$ cat src/rtl/program_loader.sv
`default_nettype none
// ============================================================================
//  Module   : program_loader
//  Function : Streams a byte-wise program into instruction memory as 32-bit
//             little-endian words and holds the core PC until loading is done.
//  Revision : 1.0 - initial release
// ============================================================================
module program_loader #(
  parameter int PC_SIZE = 10
) (
  input  logic               clock,
  input  logic               reset,
  input  logic               load_start,
  input  logic               load_abort,
  input  logic [PC_SIZE:0]   load_length,
  input  logic [7:0]         byte_data,
  input  logic               byte_valid,
  output logic               byte_ready,
  output logic               rw,
  output logic [PC_SIZE-1:0] PC_write,
  output logic [31:0]        instruction_in,
  output logic               reset_memory,
  output logic               core_hold,
  output logic               busy,
  output logic               done,
  output logic [7:0]         checksum
);

  localparam logic [PC_SIZE:0] c_MAX_LEN = {1'b1, {PC_SIZE{1'b0}}};

  typedef enum logic [2:0] {
    S_IDLE    = 3'd0,
    S_CLEAR   = 3'd1,
    S_RECEIVE = 3'd2,
    S_WRITE   = 3'd3,
    S_DONE    = 3'd4
  } state_t;

  state_t           r_state;
  state_t           w_next;
  logic [PC_SIZE:0] r_len;
  logic [PC_SIZE:0] r_addr;
  logic [1:0]       r_cnt;
  logic [23:0]      r_word;

  logic             w_start;
  logic             w_abort;
  logic             w_accept;
  logic [PC_SIZE:0] w_addr_inc;

  assign w_start    = load_start && (r_state == S_IDLE || r_state == S_DONE);
  assign w_abort    = load_abort &&
                      (r_state == S_CLEAR || r_state == S_RECEIVE || r_state == S_WRITE);
  assign w_accept   = byte_valid && byte_ready && !load_abort;
  assign w_addr_inc = r_addr + 1'b1;

  always_ff @(posedge clock or negedge reset) begin
    if (!reset) begin
      r_state <= S_IDLE;
    end else begin
      r_state <= w_next;
    end
  end

  always_comb begin
    w_next       = r_state;
    byte_ready   = 1'b0;
    rw           = 1'b0;
    reset_memory = 1'b0;
    case (r_state)
      S_IDLE, S_DONE: begin
        if (w_start) w_next = S_CLEAR;
      end
      S_CLEAR: begin
        reset_memory = !load_abort;
        w_next       = (r_len == '0) ? S_DONE : S_RECEIVE;
      end
      S_RECEIVE: begin
        byte_ready = 1'b1;
        if (w_accept && r_cnt == 2'd3) w_next = S_WRITE;
      end
      S_WRITE: begin
        rw     = !load_abort;
        w_next = (w_addr_inc == r_len) ? S_DONE : S_RECEIVE;
      end
      default: w_next = S_IDLE;
    endcase
    // Abort overrides any transition, including a write in flight.
    if (w_abort) w_next = S_IDLE;
  end

  always_ff @(posedge clock or negedge reset) begin
    if (!reset) begin
      r_len          <= '0;
      r_addr         <= '0;
      r_cnt          <= 2'd0;
      r_word         <= 24'd0;
      PC_write       <= '0;
      instruction_in <= 32'd0;
      core_hold      <= 1'b1;
      busy           <= 1'b0;
      done           <= 1'b0;
      checksum       <= 8'd0;
    end else if (w_start) begin
      r_len     <= (load_length > c_MAX_LEN) ? c_MAX_LEN : load_length;
      r_addr    <= '0;
      r_cnt     <= 2'd0;
      checksum  <= 8'd0;
      done      <= 1'b0;
      busy      <= 1'b1;
      core_hold <= 1'b1;
    end else if (w_abort) begin
      busy      <= 1'b0;
      done      <= 1'b0;
      core_hold <= 1'b1;
    end else begin
      case (r_state)
        S_CLEAR: begin
          if (r_len == '0) begin
            done      <= 1'b1;
            busy      <= 1'b0;
            core_hold <= 1'b0;
          end
        end
        S_RECEIVE: begin
          if (w_accept) begin
            checksum <= checksum ^ byte_data;
            r_cnt    <= r_cnt + 2'd1;
            case (r_cnt)
              2'd0: r_word[7:0]   <= byte_data;
              2'd1: r_word[15:8]  <= byte_data;
              2'd2: r_word[23:16] <= byte_data;
              default: begin
                // Final byte: present the full word and address for WRITE.
                instruction_in <= {byte_data, r_word};
                PC_write       <= r_addr[PC_SIZE-1:0];
              end
            endcase
          end
        end
        S_WRITE: begin
          r_addr <= w_addr_inc;
          r_cnt  <= 2'd0;
          if (w_addr_inc == r_len) begin
            done      <= 1'b1;
            busy      <= 1'b0;
            core_hold <= 1'b0;
          end
        end
        default: ;
      endcase
    end
  end

endmodule
`default_nettype wire

$ cat config.mk
export PLATFORM = sky130hd
export DESIGN_NAME = program_loader
export DESIGN_NICKNAME = d
export VERILOG_FILES = /design/src/rtl/program_loader.sv
export SDC_FILE = /design/constraint.sdc
export NUM_CORES = 1
export LEC_CHECK = 0
export ABC_AREA = 1
export CELL_PAD_IN_SITES_DETAIL_PLACEMENT = 1
export CELL_PAD_IN_SITES_GLOBAL_PLACEMENT = 1
export CORE_AREA = 2 2 107 109
export CTS_CLUSTER_DIAMETER = 200
export DETAILED_ROUTE_END_ITERATION = 8
export DIE_AREA = 0 0 109 111
export DONT_BUFFER_PORTS = 1
export GPL_TIMING_DRIVEN = 0
export PLACE_DENSITY_LB_ADDON = 0.1
export SYNTH_ARGS = -nofsm -noshare
export SYNTH_HDL_FRONTEND = slang
export SYNTH_SLANG_ARGS = --single-unit
$ cat constraint.sdc
create_clock -name clock -period 1.8 [get_ports clock]
set_input_delay 0.36 -clock clock [delete_from_list [all_inputs] [get_ports clock]]
set_output_delay 0.36 -clock clock [all_outputs]
set_load 0.03 [all_outputs]
==> impl_results.md, run 1 <==
- Vias: 3376
- Max-cap violations: 0
- Top_reg_cell synth: dfrtp_1
- # H-tree levels: 3
- Leakage power: 2.60 nW
- IO Pins: 80
- Hold Vio Cnt, Final: 104
- Failing checks: negative hold slack, negative setup slack
- # setup viols final: 1
- TNS Setup: -0.0463 ns
- Global-route wire length before repair: 18.3 mm
- WS Path Type: flop to output port
- Drc violations: 0
- RD Place Congestion: 0.765
- CP Depth: 6
- Reg2Reg Depth: 13
- CTS tree: built
- Area leader, netlist: dfrtp_1
- Period minus WS final: 1.85 ns
- Post-synthesis sequential element count: 104
- Worst rel slew slack: between 60% and 70%
- CORE AREA: 0.0111 sq mm
- Seq/Total Area, Yosys: 55.8%
- CTS root buffer: clkbuf_16
- Worst-margin pin slew: between 0.5 and 0.6 ns
- CP arrival: 1.49 ns
- Worst setup margin: -0.0463 ns
- Cell with the most instances after synthesis: nand2_1
- Synth-to-Final Area Change: 13.8%
- DR iter-0 viols: around 160
- DP Wirelength: a little over 8 mm
- Power density cells: roughly 1400 mW/mm^2
- PortBufs: 0
- R2r startpoint: r_addr[0]
- Clock Skew: just over 0.009 ns
- Buffer and inverter count on the worst path: 3
- Ant. Diodes: 0
- FF-to-FF setup slack: 0.05 ns
- VDD IR max: 0.000520 V
- Critical Path RT: ~1.4 ns
- Cell Chain, Critical Path: inv_1, nor2_4, inv_2, nor2_4, inv_2, nor2_4
- Reg2reg end: busy
- Most used cell, CP: nor2_4
- Synth top area share: 55.2%
- ANT nets after route: 0
- Routed Wire Length: 11.4 mm
- Sink Count: around 100
- Vias/cell: 5.23
- DR pass1 iterations: 4
- DIE WIDTH: 109 um
- Post-synth EDFFs: 0
- Starting Density: roughly 42%
- Final Max Tran Viols: 0
- Synth cell types: 34
- CP startpoint kind: flop
- Syn_area_per_cell: 9.69 sq um
- Ys async rst share: 100%
- Critical path endpoint category: output port
- Clock transition at path regs: roughly 0.080 ns
- Cell area after synthesis: roughly 0.0047 sq mm
- DR WL/cell: 17.6 um
- RSZ-0062 raised after global routing: yes
- F_max: 0.542 GHz
- Crit-path max cell delay: 0.38 ns
- Syn nets: 512
- Area of placed instances: 0.00485 sq mm
- FP Rows: 39
- Final instance area: 0.00531 sq mm
- Hold crit path type: primary input to async pin
- Clock network latency to the later pin of the worst-skew pair: around 0.35 ns
- Grt ovf: 0
- CTS Buf Count: 9
- Synth warn: 0
- Hold_ws: -0.305 ns
- Layout cells sized above 1: 19.7%
- Critical path fanouts, max: 6
- Vias in the first global route: between 3000 and 4000
- CP max stage cell: dfrtp_1
- Synth top area cells: dfrtp_1, nand2_1, mux2_4
- Die Span Y: 111 um
- Max Root-Sink Buffers: 2
- Initial antenna violation count: 0
- Cell family with most CP delay: simple AND/OR/NAND/NOR gates
- Status: finished with violations
- Largest net degree at the start of global routing: 105
- Total global-route track usage: 19.6%
- Most instantiated cells after synthesis: nand2_1, dfrtp_1, o21ai_0
- # nets final: 527
- Die Area: around 0.012 sq mm
- Post-Syn Instances: roughly 480
- Part of the cycle the worst path needs: 103%
placed cells by master, fill, tap and decap left out, types with 4 or more instances in the layout:
cell / instances
a21oi_1: 12
and3_1: 8
buf_2: 4
buf_4: 5
buf_6: 4
clkbuf_16: 9
dfrtp_1: 101
ha_1: 5
inv_1: 45
inv_2: 5
mux2_4: 23
nand2_1: 100
nand2_2: 13
nand3_1: 33
nor2_1: 6
nor2_2: 5
nor2_4: 7
nor3_1: 10
nor4_1: 4
o21ai_0: 51
o21ai_1: 11
o22ai_1: 6
worst max-delay path by stage:
stage | end | slack [ns] | from
3_3_place_gp | r_addr[1] | -0.26 | r_state[2]
6_report | rw | -0.05 | r_state[1]
4_1_cts | rw | -0.12 | r_state[2]
5_1_grt | rw | -0.13 | r_state[1]
3_5_place_dp | r_addr[5] | -0.28 | r_state[2]
2_1_floorplan | busy | 0.12 | r_addr[0]
worst reg2reg max path: cells and delay by family (launching register included):
kind                       cells  cell delay, ns
buffers and inverters          2            0.11
adders and majority gates      1            0.18
DFF                            1            0.42
and+or+nand+nor               10            0.93
power breakdown:
part	leakage, nW	internal (mW)	switching [mW]	total [mW]
registers	1.39	2.86	0.755	3.62
logic	1.06	0.678	1.13	1.81
clock network	0.141	1.09	0.907	2.00
flip-flops by register name (all words and copies together) (netlist names), 2 cells and up:
| name | cells |
|---|---|
| r_len | 11 |
| PC_write | 10 |
| instruction_in | 32 |
| r_addr | 11 |
| r_state | 3 |
| r_word | 24 |
| r_cnt | 2 |
| checksum | 8 |
per-stage QoR:
stage	setup slack [ns]	utilization [%]	instances	hold WS [ns]	power (mW)
after floorplan	0.124	-	482	0.0644	4.71
after global placement	-0.261	43.8	625	0.0674	5.15
final	-0.0463	47.9	645	-0.305	7.43
after detailed placement	-0.276	43.8	625	0.0671	5.23
after global routing	-0.129	47.9	645	-0.325	7.90
after CTS	-0.120	46.9	643	-0.311	7.33
repair_timing:
item | in CTS | in global routing
buffers inserted | 2 | 3
gates resized for setup | 12 | 44
pin swaps | 6 | 16
setup endpoints to repair | 27 | 88
hold endpoints to repair | 104 | 104
per-layer routing:
metal | routed length (um) | up-vias | GRT usage, %
li1 | - | 1630 | -
met1 | 5080 | 1659 | 26.1
met2 | 5540 | 76 | 31.6
met3 | 636 | 11 | 5.00
met4 | 129 | 0 | 5.30
met5 | 0 | - | 0
final cells by class:
type | count | area, sq um
clock buffer | 11 | 233
tap | 143 | 179
multi-input combinational | 314 | 1910
clock inverter | 5 | 63.8
inverter | 52 | 203
buffer | 11 | 82.6
timing repair buffer | 5 | 37.5
fill | 1226 | 5770
sequential | 104 | 2610
kinds of logic (layout without fill, tap and decap cells):
family                   count (synthesis)  in the layout  synth area share (%)
buffers and inverters                   64             84                  5.76
AND/OR/NAND/NOR                        200            200                  19.8
flip-flops                             104            104                  55.8
multiplexers                            24             24                  7.64
adder cells (fa/ha/maj)                  6              6                  1.61
AO/OA/AOI/OAI                           83             83                  9.27
XOR/XNOR                                 1              1                 0.188
Power figures use the tool's default switching activity.
==> run 2: changes to the inputs <==
--- a/config.mk
+++ b/config.mk
@@ -8,10 +8,10 @@
 export ABC_AREA = 1
 export CELL_PAD_IN_SITES_DETAIL_PLACEMENT = 1
 export CELL_PAD_IN_SITES_GLOBAL_PLACEMENT = 1
-export CORE_AREA = 2 2 107 109
+export CORE_AREA = 2 2 127 92
 export CTS_CLUSTER_DIAMETER = 200
 export DETAILED_ROUTE_END_ITERATION = 8
-export DIE_AREA = 0 0 109 111
+export DIE_AREA = 0 0 129 94
 export DONT_BUFFER_PORTS = 1
 export GPL_TIMING_DRIVEN = 0
 export PLACE_DENSITY_LB_ADDON = 0.1
==> impl_results.md, run 2 (same netlist as run 1, synthesis figures left out) <==
- Max Root-Sink Buffers: 2
- Drc violations: 0
- Worst setup margin: -0.0259 ns
- Sink Count: 104
- Non-filler cells, final: 658
- Hold crit path type: primary input to async pin
- CORE AREA: 0.0109 sq mm
- Vias/cell: 5.28
- WS Path Type: flop to output port
- Global-route wire length before repair: between 20 and 25 mm
- CP max stage cell: dfrtp_1
- DIE WIDTH: 129 um
- Post-Place Cells: 635
- Status: finished with violations
- Clock Skew: 0.00920 ns
- DR WL/cell: roughly 19 um
- Max reg flops: 32
- Regs by FF count: instruction_in x32, r_word x24
- Final Max Tran Viols: 0
- Grt ovf: 0
- Failing checks: negative hold slack, negative setup slack
- Ant. Diodes: 0
- Synth-to-Final Area Change: 15.0%
- DR iter-0 viols: 210
- DR pass1 iterations: 4
- Fillers: 1232
- Period minus WS final: 1.83 ns
- Max-cap violations: 0
- Critical path fanouts, max: 6
- FP Rows: 32
- Total global-route track usage: 21.9%
- Cell Chain, Critical Path: nor2_2, inv_2, nor2_4, inv_2, nor2_4
- ANT nets after route: 0
- Clock transition at path regs: 0.07 ns
- CTS root buffer: clkbuf_16
- Largest net degree at the start of global routing: 105
- CTS Buf Count: 9
- Routed Wire Length: 12.5 mm
- Multi-input gate area: around 0.0019 sq mm
- Final instance area: 0.00537 sq mm
- Critical Path RT: 1.44 ns
- Internal power: about 4.5 mW
- Sw Share: 39.3%
- Vias in the first global route: 3748
- VDD IR max: slightly below 0.0006 V
- RSZ-0062 raised after global routing: yes
- F_max: between 0.5 and 0.6 GHz
- Power density cells: around 1400 mW/mm^2
- Hold_ws: -0.290 ns
- Commonest non-fill, non-tap cell in the layout: dfrtp_1
- Sw Pwr: 2.94 mW
- # setup viols final: 1
- Power consumption: between 7 and 8 mW
- Area of placed instances: 0.00486 sq mm
- # nets final: 531
- Die Area: 0.0121 sq mm
- Starting Density: 43.0%
- IO Pins: 80
- Leakage power: 2.60 nW
- Worst-margin pin slew: between 0.6 and 0.7 ns
- Initial antenna violation count: 0
- Layout cells sized above 1: between 20% and 30%
- Vias: approximately 3500
- Clk pwr share: 25.2%
- Hold Vio Cnt, Final: 104
- RD Place Congestion: 0.793
- PortBufs: 0
- CP arrival: 1.47 ns
- Most frequent cells in the layout: dfrtp_1, nand2_1, o21ai_0
- Clock network latency to the later pin of the worst-skew pair: 0.35 ns
- Critical path endpoint category: output port
- Largest Register: instruction_in
- DP Wirelength: 8.96 mm
- Crit-path max cell delay: 0.41 ns
- CP startpoint kind: flop
- Final core utilization: 49.5%
- Die Span Y: 94 um
- # H-tree levels: 3
- TNS Setup: -0.0259 ns
- CTS tree: built
- Comb power frac: 26.0%
- Register area: around 0.0026 sq mm
- Worst rel slew slack: between 50% and 60%
- Part of the cycle the worst path needs: 101%
- Sequential Power Share: 48.8%
## run 2: final cells by class
class / instances / share of cell area (%)
Buffer: 11 / 1.47
Clock inverter: 6 / 0.979
Tap cell: 153 / 3.57
Sequential cell: 104 / 48.5
Inverter: 52 / 3.73
Clock buffer: 9 / 4.19
Timing Repair Buffer: 9 / 1.33
Multi-Input combinational cell: 314 / 36.2
## run 2: power by group through the flow
stage	clock, mW	sequential (mW)	combinational [mW]
finish	1.88	3.65	1.94
global route	2.02	3.71	2.18
CTS	1.93	3.64	1.75
detailed placement	0	3.68	1.58
global placement	0	3.67	1.51
floorplan	0	3.53	1.17
## run 2: final timing paths
| check | startpoint | to | slack [ns] | cells past startpoint |
|---|---|---|---|---|
| setup / recovery | r_state[2] | rw | -0.03 | 5 |
| hold / removal | reset | r_addr[0] | -0.29 | 0 |
| setup reg to reg | r_addr[0] | busy | 0 | 12 |
| hold reg to reg | r_word[17] | r_word[17] | 0.50 | 2 |
| max in group asynchronous | reset | core_hold | 1.82 | 0 |
| min in group clock | load_length[7] | r_len[7] | 0.15 | 2 |
## run 2: metal layers
| layer | vias up | part of all wire [%] | GRT usage, % | wire length, um |
|---|---|---|---|---|
| met4 | 0 | 0.85 | 4.89 | 106 |
| met1 | 1750 | 47 | 30.8 | 5910 |
| li1 | 1628 | - | - | - |
| met3 | 9 | 7.3 | 6.38 | 916 |
| met2 | 84 | 45 | 33.6 | 5580 |
| met5 | - | 0 | 0 | 0 |
## run 2: metrics by stage
stage	hold WS, ns	worst slack (ns)
finish	-0.290	-0.0259
global route	-0.316	-0.109
CTS	-0.306	-0.0397
detailed placement	0.0683	-0.295
global placement	0.0682	-0.265
floorplan	0.0644	0.124
## run 2: worst max-delay path, delay by kind of cell (launching register included)
| kind | cells | cell delay, ns |
|---|---|---|
| and+or+nand+nor | 3 | 0.58 |
| DFF | 1 | 0.41 |
| buffers and inverters | 2 | 0.12 |
## run 2: repair_timing
action,in CTS,in global routing
gates resized for setup,16,43
setup buffers,5,4
pin swaps,11,18
hold endpoints to repair,104,104
setup endpoints to repair,30,96
cloned,0,0
==> run 3: changes to the inputs <==
--- a/config.mk
+++ b/config.mk
@@ -8,13 +8,14 @@
 export ABC_AREA = 1
 export CELL_PAD_IN_SITES_DETAIL_PLACEMENT = 1
 export CELL_PAD_IN_SITES_GLOBAL_PLACEMENT = 1
-export CORE_AREA = 2 2 127 92
+export CORE_AREA = 2 2 133 96
 export CTS_CLUSTER_DIAMETER = 200
 export DETAILED_ROUTE_END_ITERATION = 8
-export DIE_AREA = 0 0 129 94
+export DIE_AREA = 0 0 135 98
 export DONT_BUFFER_PORTS = 1
 export GPL_TIMING_DRIVEN = 0
 export PLACE_DENSITY_LB_ADDON = 0.1
+export SLEW_MARGIN = 5
 export SYNTH_ARGS = -nofsm -noshare
 export SYNTH_HDL_FRONTEND = slang
 export SYNTH_SLANG_ARGS = --single-unit
==> impl_results.md, run 3 (same netlist as run 1, synthesis figures left out) <==
- Largest Register: instruction_in
- RD Place Congestion: slightly below 0.8
- Hold Vio Cnt, Final: 104
- Part of the cycle the worst path needs: 102%
- RSZ-0062 raised after global routing: yes
- Clock transition at path regs: approximately 0.070 ns
- CP arrival: roughly 1.5 ns
- FP Rows: 34
- Max Root-Sink Buffers: 2
- DR iter-0 viols: 104
- Hold crit path type: primary input to async pin
- Power density cells: 1430 mW/mm^2
- Leakage power: 2.63 nW
- DR WL/cell: 18.3 um
- Vias/cell: roughly 5.0
- VDD IR max: 0.000735 V
- Total global-route track usage: 18.8%
- Regs by FF count: instruction_in x32, r_word x24
- Non-filler cells, final: about 670
- Worst setup margin: -0.0361 ns
- Die Area: 0.0132 sq mm
- Clock network latency to the later pin of the worst-skew pair: 0.35 ns
- Worst-margin pin slew: between 0.5 and 0.6 ns
- Commonest non-fill, non-tap cell in the layout: dfrtp_1
- Max reg flops: 32
- # setup viols final: 1
- CTS tree: built
- Final Max Tran Viols: 0
- WS Path Type: flop to output port
- IO Pins: 80
- Vias: 3368
- Drc violations: 0
- Clock Skew: 0.0104 ns
- DR pass1 iterations: 4
- Critical path fanouts, max: 6
- Layout cells sized above 1: 21.6%
- F_max: 0.545 GHz
- Worst rel slew slack: 63.6%
- Failing checks: negative hold slack, negative setup slack
- Die Span Y: 98 um
- Max-cap violations: 0
- CORE AREA: 0.0121 sq mm
- Most frequent cells in the layout: dfrtp_1, nand2_1, o21ai_0
- Sink Count: 104
- Power consumption: 7.73 mW
- # nets final: between 500 and 600
- Initial antenna violation count: 0
- Synth-to-Final Area Change: 16.1%
- Hold_ws: -0.295 ns
- Period minus WS final: 1.84 ns
- Post-Place Cells: 644
- Critical path endpoint category: output port
- ANT nets after route: 0
- DP Wirelength: 9.02 mm
- Status: finished with violations
- Starting Density: about two fifths
- Ant. Diodes: 0
- Largest net degree at the start of global routing: 105
- Vias in the first global route: about 3400
- PortBufs: 0
- CTS Buf Count: 9
- Critical Path RT: 1.44 ns
- CP startpoint kind: flop
- CTS root buffer: clkbuf_16
- Routed Wire Length: 12.2 mm
- DIE WIDTH: 135 um
- # H-tree levels: 3
- Dpl ws: -0.415 ns
- Grt ovf: 0
- Global-route wire length before repair: 19.2 mm
## run 3: critical path, cell delays in order (launching register included)
cell	delay, ns
dfrtp_1	0.39
inv_2	0.06
nor2_4	0.12
inv_2	0.06
nor2_4	0.11
inv_2	0.05
nor2_4	0.34
## run 3: per-stage QoR
stage | instance area, sq um | utilization, % | TNS [ns]
finish | 5420 | 44.8 | -0.0361
global route | 5420 | 44.8 | -0.657
CTS | 5260 | 43.5 | -0.342
detailed placement | 4870 | 40.3 | -4.94
global placement | 4870 | 40.3 | -3.15
floorplan | 4670 | - | 0
## run 3: area by class of cell
type	count	area (sq um)
fill	1403	6660
sequential	104	2610
multi-input combinational	314	1930
clock buffer	9	225
inverter	52	203
tap	162	203
clock inverter	7	113
buffer	12	83.8
timing repair buffer	7	52.6
## run 3: power breakdown
| group | switching [mW] | internal, mW | leakage, nW |
|---|---|---|---|
| logic | 1.19 | 0.708 | 1.07 |
| registers | 0.777 | 2.86 | 1.39 |
| clock network | 0.944 | 1.25 | 0.161 |
| total | 2.91 | 4.82 | 2.63 |
## run 3: timing repair
| action | in CTS | in global routing |
|---|---|---|
| setup endpoints to repair | 28 | 91 |
| pin swaps | 3 | 15 |
| setup buffers | 2 | 5 |
| endpoints found under the hold margin | 104 | 104 |
| cloned | 0 | 0 |
| resized for setup | 11 | 47 |
## run 3: metal layers
layer	wire (um)	global-route usage [%]	vias to the layer above
met1	6570	30.0	1647
met2	4820	25.1	77
met4	77	3.61	0
met3	710	5.50	7
met5	0	0	-
li1	-	-	1637
## run 3: worst paths after layout
kind | cells after the start | startpoint | endpoint | slack [ns]
worst max-delay path | 6 | r_state[1] | rw | -0.04
worst min-delay path | 0 | reset | PC_write[2] | -0.30
worst max register to register | 13 | r_addr[1] | busy | 0.02
worst min register to register | 2 | r_word[11] | r_word[11] | 0.49
max in group asynchronous | 0 | reset | core_hold | 1.87
min in group clock | 2 | load_length[7] | r_len[7] | 0.14
